### src/rtl/pe_mul_seq_pkg.sv
// Shared constants for the PE multi-cycle multiply sequencer: state encoding,
// state width and result latency. PE_MUL_SEQ_HIGH_EN adds the PP3 high-word state.
package pe_mul_seq_pkg;

  localparam int PE_MULSEQ_STATE_W = 3;

  localparam logic [PE_MULSEQ_STATE_W-1:0] PE_MULSEQ_ST_IDLE = 3'd0;
  localparam logic [PE_MULSEQ_STATE_W-1:0] PE_MULSEQ_ST_PP0  = 3'd1;
  localparam logic [PE_MULSEQ_STATE_W-1:0] PE_MULSEQ_ST_PP1  = 3'd2;
  localparam logic [PE_MULSEQ_STATE_W-1:0] PE_MULSEQ_ST_PP2  = 3'd3;
  localparam logic [PE_MULSEQ_STATE_W-1:0] PE_MULSEQ_ST_PP3  = 3'd4;
  localparam logic [PE_MULSEQ_STATE_W-1:0] PE_MULSEQ_ST_DONE = 3'd5;

  typedef enum logic [PE_MULSEQ_STATE_W-1:0] {
    ST_IDLE = PE_MULSEQ_ST_IDLE,
    ST_PP0  = PE_MULSEQ_ST_PP0,
    ST_PP1  = PE_MULSEQ_ST_PP1,
    ST_PP2  = PE_MULSEQ_ST_PP2,
    ST_PP3  = PE_MULSEQ_ST_PP3,
    ST_DONE = PE_MULSEQ_ST_DONE
  } mulseq_state_e;

`ifdef PE_MUL_SEQ_HIGH_EN
  localparam int PE_MULSEQ_LATENCY = 5;
`else
  localparam int PE_MULSEQ_LATENCY = 4;
`endif

  // Busy covers every partial-product state; IDLE and DONE can accept a new op.
  function automatic logic mulseq_busy(input mulseq_state_e st);
    return (st == ST_PP0) || (st == ST_PP1) || (st == ST_PP2) || (st == ST_PP3);
  endfunction

endpackage

### src/rtl/pe_mul_seq_half.sv
// Combinational HALF x HALF unsigned multiplier with operand isolation; the single
// shared partial-product unit of pe_mul_seq and the swap point for a macro multiplier.
module pe_mul_half #(
  parameter int HALF = 16
) (
  input  logic              en_i,
  input  logic [HALF-1:0]   a_i,
  input  logic [HALF-1:0]   b_i,
  output logic [2*HALF-1:0] p_o
);

  logic [HALF-1:0] a_iso;
  logic [HALF-1:0] b_iso;

  assign a_iso = en_i ? a_i : '0;
  assign b_iso = en_i ? b_i : '0;
  assign p_o   = (2*HALF)'(a_iso) * (2*HALF)'(b_iso);

endmodule

### src/rtl/pe_mul_seq.sv
// Multi-cycle multiply sequencer: low word of A*B from one time-multiplexed HALF x HALF
// multiplier over PP0..PP2. Defining PE_MUL_SEQ_HIGH_EN adds PP3 and oResult_Hi.
module pe_mul_seq
  import pe_mul_seq_pkg::*;
#(
  parameter int DATA_WIDTH     = 32,
  parameter int RF_INDEX_WIDTH = 5
) (
  input  logic                      iClk,
  input  logic                      iReset,
  input  logic                      iStart,
  input  logic                      iFlush,
  input  logic [DATA_WIDTH-1:0]     iOperand_A,
  input  logic [DATA_WIDTH-1:0]     iOperand_B,
  input  logic [RF_INDEX_WIDTH-1:0] iRF_Write_Addr,
  output logic                      oBusy,
  output logic                      oDone,
  output logic [DATA_WIDTH-1:0]     oResult,
`ifdef PE_MUL_SEQ_HIGH_EN
  output logic [DATA_WIDTH-1:0]     oResult_Hi,
`endif
  output logic [RF_INDEX_WIDTH-1:0] oRF_Write_Addr,
  output logic                      oRF_Write_Enable
);

  localparam int HALF = DATA_WIDTH / 2;
`ifdef PE_MUL_SEQ_HIGH_EN
  localparam int ACC_W = 2 * DATA_WIDTH;
`else
  localparam int ACC_W = DATA_WIDTH;
`endif

  mulseq_state_e             state_q;
  logic [DATA_WIDTH-1:0]     a_q;
  logic [DATA_WIDTH-1:0]     b_q;
  logic [RF_INDEX_WIDTH-1:0] addr_q;
  logic [ACC_W-1:0]          acc_q;
  logic [ACC_W-1:0]          acc_d;
  logic [DATA_WIDTH-1:0]     result_q;
  logic                      done_q;
`ifdef PE_MUL_SEQ_HIGH_EN
  logic [DATA_WIDTH-1:0]     result_hi_q;
`endif

  logic                      mul_en;
  logic [HALF-1:0]           mul_a;
  logic [HALF-1:0]           mul_b;
  logic [DATA_WIDTH-1:0]     pp;

  pe_mul_half #(
    .HALF (HALF)
  ) u_mul_half (
    .en_i (mul_en),
    .a_i  (mul_a),
    .b_i  (mul_b),
    .p_o  (pp)
  );

  // Partial-product schedule: operand halves are routed to the multiplier only in
  // PP states and the product is folded into the accumulator at its weight.
  always_comb begin
    mul_en = 1'b0;
    mul_a  = '0;
    mul_b  = '0;
    acc_d  = acc_q;
    case (state_q)
      ST_PP0: begin
        mul_en = 1'b1;
        mul_a  = a_q[HALF-1:0];
        mul_b  = b_q[HALF-1:0];
        acc_d  = ACC_W'(pp);
      end
      ST_PP1: begin
        mul_en = 1'b1;
        mul_a  = a_q[HALF-1:0];
        mul_b  = b_q[DATA_WIDTH-1:HALF];
        acc_d  = acc_q + (ACC_W'(pp) << HALF);
      end
      ST_PP2: begin
        mul_en = 1'b1;
        mul_a  = a_q[DATA_WIDTH-1:HALF];
        mul_b  = b_q[HALF-1:0];
        acc_d  = acc_q + (ACC_W'(pp) << HALF);
      end
`ifdef PE_MUL_SEQ_HIGH_EN
      ST_PP3: begin
        mul_en = 1'b1;
        mul_a  = a_q[DATA_WIDTH-1:HALF];
        mul_b  = b_q[DATA_WIDTH-1:HALF];
        acc_d  = acc_q + (ACC_W'(pp) << DATA_WIDTH);
      end
`endif
      default: begin
        acc_d = acc_q;
      end
    endcase
  end

  always_ff @(posedge iClk or posedge iReset) begin
    if (iReset) begin
      state_q     <= ST_IDLE;
      a_q         <= '0;
      b_q         <= '0;
      addr_q      <= '0;
      acc_q       <= '0;
      result_q    <= '0;
      done_q      <= 1'b0;
`ifdef PE_MUL_SEQ_HIGH_EN
      result_hi_q <= '0;
`endif
    end else begin
      done_q <= 1'b0;
      if (iFlush) begin
        // Abort wins over a same-edge start; the result register is left untouched.
        state_q <= ST_IDLE;
      end else begin
        case (state_q)
          ST_IDLE, ST_DONE: begin
            if (iStart) begin
              a_q     <= iOperand_A;
              b_q     <= iOperand_B;
              addr_q  <= iRF_Write_Addr;
              acc_q   <= '0;
              state_q <= ST_PP0;
            end else begin
              state_q <= ST_IDLE;
            end
          end
          ST_PP0: begin
            acc_q   <= acc_d;
            state_q <= ST_PP1;
          end
          ST_PP1: begin
            acc_q   <= acc_d;
            state_q <= ST_PP2;
          end
`ifdef PE_MUL_SEQ_HIGH_EN
          ST_PP2: begin
            acc_q   <= acc_d;
            state_q <= ST_PP3;
          end
          ST_PP3: begin
            acc_q       <= acc_d;
            result_q    <= acc_d[DATA_WIDTH-1:0];
            result_hi_q <= acc_d[ACC_W-1:DATA_WIDTH];
            done_q      <= 1'b1;
            state_q     <= ST_DONE;
          end
`else
          ST_PP2: begin
            acc_q    <= acc_d;
            result_q <= acc_d[DATA_WIDTH-1:0];
            done_q   <= 1'b1;
            state_q  <= ST_DONE;
          end
`endif
          default: begin
            state_q <= ST_IDLE;
          end
        endcase
      end
    end
  end

  assign oBusy            = mulseq_busy(state_q);
  assign oDone            = done_q;
  assign oResult          = result_q;
  assign oRF_Write_Addr   = addr_q;
  assign oRF_Write_Enable = done_q;
`ifdef PE_MUL_SEQ_HIGH_EN
  assign oResult_Hi       = result_hi_q;
`endif

endmodule

### config.mk
export PLATFORM = sky130hd
export DESIGN_NAME = pe_mul_seq
export DESIGN_NICKNAME = d
export VERILOG_FILES = /design/src/rtl/pe_mul_seq_pkg.sv /design/src/rtl/pe_mul_seq_half.sv /design/src/rtl/pe_mul_seq.sv
export SDC_FILE = /design/constraint.sdc
export NUM_CORES = 1
export LEC_CHECK = 0
export CAP_MARGIN = 20
export CORE_MARGIN = 2
export CORE_UTILIZATION = 38
export CTS_BUF_LIST = sky130_fd_sc_hd__clkbuf_16
export DETAILED_ROUTE_END_ITERATION = 12
export SYNTH_ARGS = -nofsm -noshare
export SYNTH_HDL_FRONTEND = slang
export SYNTH_SLANG_ARGS = --single-unit
### constraint.sdc
create_clock -name iClk -period 7.31 [get_ports iClk]
set_clock_uncertainty 0.2 [all_clocks]
set_input_delay 1.8275 -clock iClk [delete_from_list [all_inputs] [get_ports iClk]]
set_output_delay 1.8275 -clock iClk [all_outputs]
set_load 0.01 [all_outputs]
==> key figures <==
Run status
  • Status: finished clean

Logic synthesis
  • Fraction of registers with async set/reset: 100.0%
  • Top FF cell, synth: dfrtp_1
  • Number of synthesized register bits: about 140
  • Post-Synth Adder-Cell Area: 36.43%
  • Synth Area in Compound Gates: 10.08%
  • YS warnings: 0
  • Synthesized area per cell: between 9 and 10 um^2
  • Post-synthesis mux area share: 5.900%
  • Largest family of logic cells by synthesized area: adder cells
  • Register area share after synthesis: 22.99%
  • Synth cell types: 66
  • Syn_nets: 1993
  • Number of enable flip-flop cells after synthesis: 0
  • Post-synthesis instance area: approximately 15000 um^2
  • Simple-gate share of the synthesized area: between 10% and 20%
  • Synth Instances: 1606
  • Synth Area in XOR/XNOR: 2.654%

Final layout
  • Final net count: 2194
  • FF+latch area: 3407 um^2
  • Area growth from synthesis to layout: 24.69%
  • Fillers: 3685
  • Post-route insts no fill: 2339
  • Share of layout cells above drive strength 1: 16.43%
  • Footprint of the multi-input gates: around 11000 um^2

Power
  • NetSw: 0.002474 W
  • Gate power share: 64.6%
  • Sequential power share: 20.6%
  • Peak supply drop: 0.1645 mV
  • P_leak: 8.728 nW
  • Clk pwr share: 14.9%
  • PwrDens: approximately 300 nW/um^2
  • Cell Int Power: 0.003147 W
  • Sw Ratio: about 44%

Clock network
  • CTS tree: built
  • Worst-Skew Late Latency: roughly 0.44 ns
  • Max clock buf depth: 2
  • CTS buffer count: 17
  • Clk slew on worst S/H paths: around 0.06 ns
  • H-tree levels: 4
  • Clk Tree Root Cell: clkbuf_16
  • CTS Hold Bufs: 0
  • Sink Count: roughly 140

Timing
  • Fin crit share: 97.56%
  • Final Slew Violations: 0
  • Hold Fails Final Rpt: 0
  • Final worst slack: 0.1784 ns
  • Final setup TNS: 0 ns
  • Tmin final: roughly 7 ns
  • Final setup viols: 0
  • F_max: 0.1402 GHz
  • Relative slew slack: 35.25%
  • Slew @ Worst Pin: 0.9638 ns

Worst setup path
  • Startpoint Class: flip-flop
  • Max stage delay on crit path: 0.54 ns
  • Critical path endpoint category: flip-flop
  • Crit path DAT: between 7 and 8 ns
  • Slowest-stage cell, CP: fa_1
  • Crit path max fanout: 7
  • CP Data Required Time: 7.44 ns
  • Buf/Inv on CP: 8
  • WS Path Type: reg2reg
  • Crit-path leading delay family: adder cells

Floorplan
  • Core Rows: 72
  • Boundary Pins: 113
  • Die width: 201.4 um
  • Placeable Area: 38560 um^2
  • Die ar.: 40550 um^2
  • DIE HEIGHT: 201.4 um
  • Initial Util: 38.39%

Placement
  • Pre-CTS setup slack: -0.05054 ns
  • Placed wire-length estimate: 35.42 mm
  • Dpl cells: 2287
  • Port Buf Inserts: between 100 and 150
  • Placer's final routability congestion estimate: 0.9146

Global routing
  • Initial antenna violation count: 0
  • All-layer global routing usage: between 20% and 30%
  • Grt total ovfl: 0
  • Largest net degree at the start of global routing: 73
  • First-pass GRT wire length: 68.82 mm
  • Vias in the first global route: 12420

Route
  • Drt via density: 5.109
  • DRC: 0
  • Post-DRT Antenna Nets: 0
  • Post-Route WL: 43.67 mm
  • Drt first pass iters: 5
  • Vias: 11950
  • Wire length per cell: 18.67 um
  • Drt initial violations: 614

Hold path
  • Hold Crit Class: reg2reg

Job
  • Number of max-cap violations: 0
through the flow:
step	power (W)	util (%)	hold WS (ns)	instance area (um^2)
floorplan	0.003050	-	0.2386	14810
global placement	0.004398	44.74	0.2588	17250
detailed placement	0.004429	44.74	0.2620	17250
CTS	0.005356	46.37	0.2772	17880
global route	0.006042	47.86	0.2979	18460
finish	0.005621	47.87	0.2739	18460
flip-flops by register name (all words and copies together) (netlist names):
signal          cells
state_q             2
acc_q              32
b_q                32
a_q                32
oRF_Write_Addr      5
oDone               1
oResult            32
what timing repair did:
item	CTS	global route
buffers inserted	2	17
gates cloned	0	0
resized for setup	11	95
pin swaps	2	34
endpoints found under the setup margin	3	17
worst reg2reg max path, delay by kind of cell (launching register included):
kind | cells | cell delay, ns
fa+ha+maj | 8 | 3.26
compound gates | 6 | 1.17
buf+inv | 8 | 0.86
xor+xnor | 3 | 0.63
flops | 1 | 0.43
simple gates | 4 | 0.36
mux | 1 | 0.11
layout by cell type, fill, tap and decap left out, types with 13 or more instances in the layout:
master / n
ha_1: 106
a21oi_1: 63
a22o_1: 13
mux2_2: 43
fa_1: 193
nand3_1: 29
buf_4: 124
mux2_1: 31
clkbuf_16: 17
nor2_2: 13
nor2_1: 118
xnor2_1: 19
a21o_1: 28
inv_1: 244
nand2_1: 269
o21ai_0: 21
xor2_1: 16
dfrtp_1: 133
o21ai_1: 20
clkdlybuf4s50_1: 112
path summary, 6_finish.rpt:
kind / from / endpoint / slack (ns) / depth (start not counted)
max in group asynchronous: iReset / oDone / 3.96 / 3
worst max register to register: state_q[1] / acc_q[31] / 0.18 / 30
worst min register to register: oResult[11] / oResult[11] / 0.27 / 2
worst max-delay path: state_q[1] / acc_q[31] / 0.18 / 30
min in group asynchronous: iReset / oRF_Write_Addr[2] / 1.66 / 2
worst min-delay path: oResult[11] / oResult[11] / 0.27 / 2
layout make-up:
cell class	count	share of cell area, %
multi-input cells	1156	57.73
flip-flops and latches	136	18.46
repair buffers	250	12.18
inverters	246	5.057
well taps	518	3.511
clock buffers	17	2.305
clock inverters	15	0.7457
diodes	1	0.01356
cell usage after synthesis (27+ instances only):
cell type / number / share of area, %
a21oi_1: 73 / 2.5
nor2_1: 132 / 3.3
ha_1: 119 / 10
mux2_2: 43 / 3.3
inv_1: 244 / 6.2
mux2_1: 31 / 2.4
a21o_1: 31 / 1.6
dfrtp_1: 136 / 23
fa_1: 195 / 26
nand3_1: 29 / 0.98
nand2_1: 275 / 7.0
clkbuf_1: 60 / 1.5
xnor2_1: 27 / 1.6
layer usage:
metal	track usage, %	wire (um)	vias up
met5	0	0	-
met3	3.855	1988	55
li1	-	-	5534
met1	29.57	19500	6077
met4	5.646	812	0
met2	36.49	21380	284
power by group through the flow:
stage               clock network (W)  logic, W  registers [W]
global placement                    0   0.00323        0.00116
finish                       0.000835   0.00363        0.00116
detailed placement                  0   0.00326        0.00117
floorplan                           0   0.00191        0.00114
global route                 0.000881   0.00397        0.00119
CTS                          0.000849   0.00335        0.00116
cell families (layout without fill, tap and decap cells):
group | after synthesis | after routing
multiplexers | 78 | 78
AND/OR/NAND/NOR | 497 | 497
XOR/XNOR | 44 | 44
AO/OA/AOI/OAI | 223 | 223
flip-flops | 136 | 136
buffers and inverters | 314 | 528
other | 0 | 1
adder cells (fa/ha/maj) | 314 | 314
Note: power is estimated with default switching activity, not from simulation.
==> RTL edit (same flow settings) <==
Reset style: synchronous (`iReset`), changed in one clocked block.
--- a/src/rtl/pe_mul_seq.sv
+++ b/src/rtl/pe_mul_seq.sv
@@ -96,7 +96,7 @@
     endcase
   end
 
-  always_ff @(posedge iClk or posedge iReset) begin
+  always_ff @(posedge iClk) begin
     if (iReset) begin
       state_q     <= ST_IDLE;
       a_q         <= '0;
Function: differs if iReset is asserted again (counterexample within 4 cycles, from zero or initial values and one cycle with iReset high); with iReset held inactive, the same outputs for 4 cycles.
==> RTL edit against the unedited design <==
- global-route usage increased by 0.50 points
- sequential cell count increased by 1
- count of clock-buffer cells in the layout unchanged
- area after synthesis decreased by 3.8%
- design area decreased by 5.9%
- critical endpoint is now acc_q[30]$_SDFFE_PP0P_
- highest routed layer unchanged
- wire length decreased by 3.9%
- die area decreased by 3.8%
- setup slack got worse by 0.014 ns
Power is not compared: it rests on default switching activity, and its combinational part moved more than twofold at a synthesized area within 25%.
==> RTL edit: results (changes against the unedited design) <==
Place
  – DP Worst Slack: 0.0450 ns (+0.0955 ns)
  – GPL Wtd Cong: 0.963 (+5.3%)
  – Placed inst area: 0.0165 sq mm (-4.5%)

Final layout
  – Nonclk buf count: 225 (-10%)
  – Inverters: 239 (-2.8%)
  – Buffering overhead: 12.0% (-0.16 points)
  – Final net count: 2301 (+4.9%)
  – Register Area: 0.00275 sq mm (-19%)
  – Multi-input logic area: 0.0105 sq mm (-1.8%)
  – P&R area growth vs syn: 22.0%
  – ClkCell Share: 3.37% (+0.32 points)

Critical path
  – Reg2reg end: acc_q[30]$_SDFFE_PP0P_
  – Crit Path Max Fanout: 21 (+14)

Logic synthesis
  – Asr flop ratio synth: 0% (-100 points)
  – Dominant cells by area after synthesis: fa_1 (27%), dfxtp_1 (19%), ha_1 (10%), nand2_1 (10%), inv_1 (6.3%)
  – Post-Synthesis Net Count: 2146 (+7.7%)
  – Post-synthesis sequential area ratio: 19.3% (-3.7 points)
  – Netlist cell types: 55 (-17%)
  – Synth top cells by count: nand2_1 (388), inv_1 (239), fa_1 (195)
  – Yosys reg bits: 137 (+0.74%)

Drt
  – Initial DRC Count: 663 (+8.0%)
  – Metal-1 WL: 18700 um (-4.3%)
  – Metal2 WL: 20000 um (-6.3%)
  – Drt pass-1 iters: 6 (+1)
  – DR vias/cell: 5.13 (+0.43%)

Die
  – Die area: 0.0390 sq mm (-3.8%)

Global routing
  – First-pass GRT wire length: 68000 um (-1.2%)
  – All-Layer GR Usage: 22.4% (+0.50 points)
  – Largest net degree at the start of global routing: 84 (+15%)
  – Met3 Use GR: 3.96% (+0.11 points)
  – Number of global-route vias before repair: 12713 (+2.3%)

Min path
  – WHS Endpoint: oResult[12]$_SDFFE_PP0P_

Timing
  – Min Clock Period, post-route: 7.15 ns (+0.0144 ns)
  – Slew headroom: 38.5% (+3.2 points)

Outcome
  – Status: complete, no violations
RTL edit: power by group through the flow:
stage | Sequential, mW | Clock [mW] | Combinational, mW
2_1_floorplan | 0.791 | 0 | 0.0703
3_3_place_gp | 0.796 | 0 | 0.148
3_5_place_dp | 0.796 | 0 | 0.149
4_1_cts | 0.780 | 0.886 | 0.150
5_1_grt | 0.782 | 0.918 | 0.166
6_report | 0.780 | 0.871 | 0.153
RTL edit: repair_timing:
action	CTS	global route
setup endpoints to repair	1	17
hold buffers	0	0
pin swaps	0	10
setup buffers	0	5
cloned	0	0
gates resized for setup	5	49
RTL edit: cell families (layout without fill, tap and decap cells):
logic type / after synthesis / in the layout / share of synthesized area, %
and+or+nand+nor: 630 / 630 / 17.7
buffers and inverters: 328 / 495 / 8.68
adders and majority gates: 314 / 314 / 37.9
AOI/OAI and AO/OA: 308 / 308 / 13.8
DFF: 137 / 137 / 19.3
xor gates and xnor gates: 39 / 39 / 2.40
muxes: 3 / 3 / 0.229
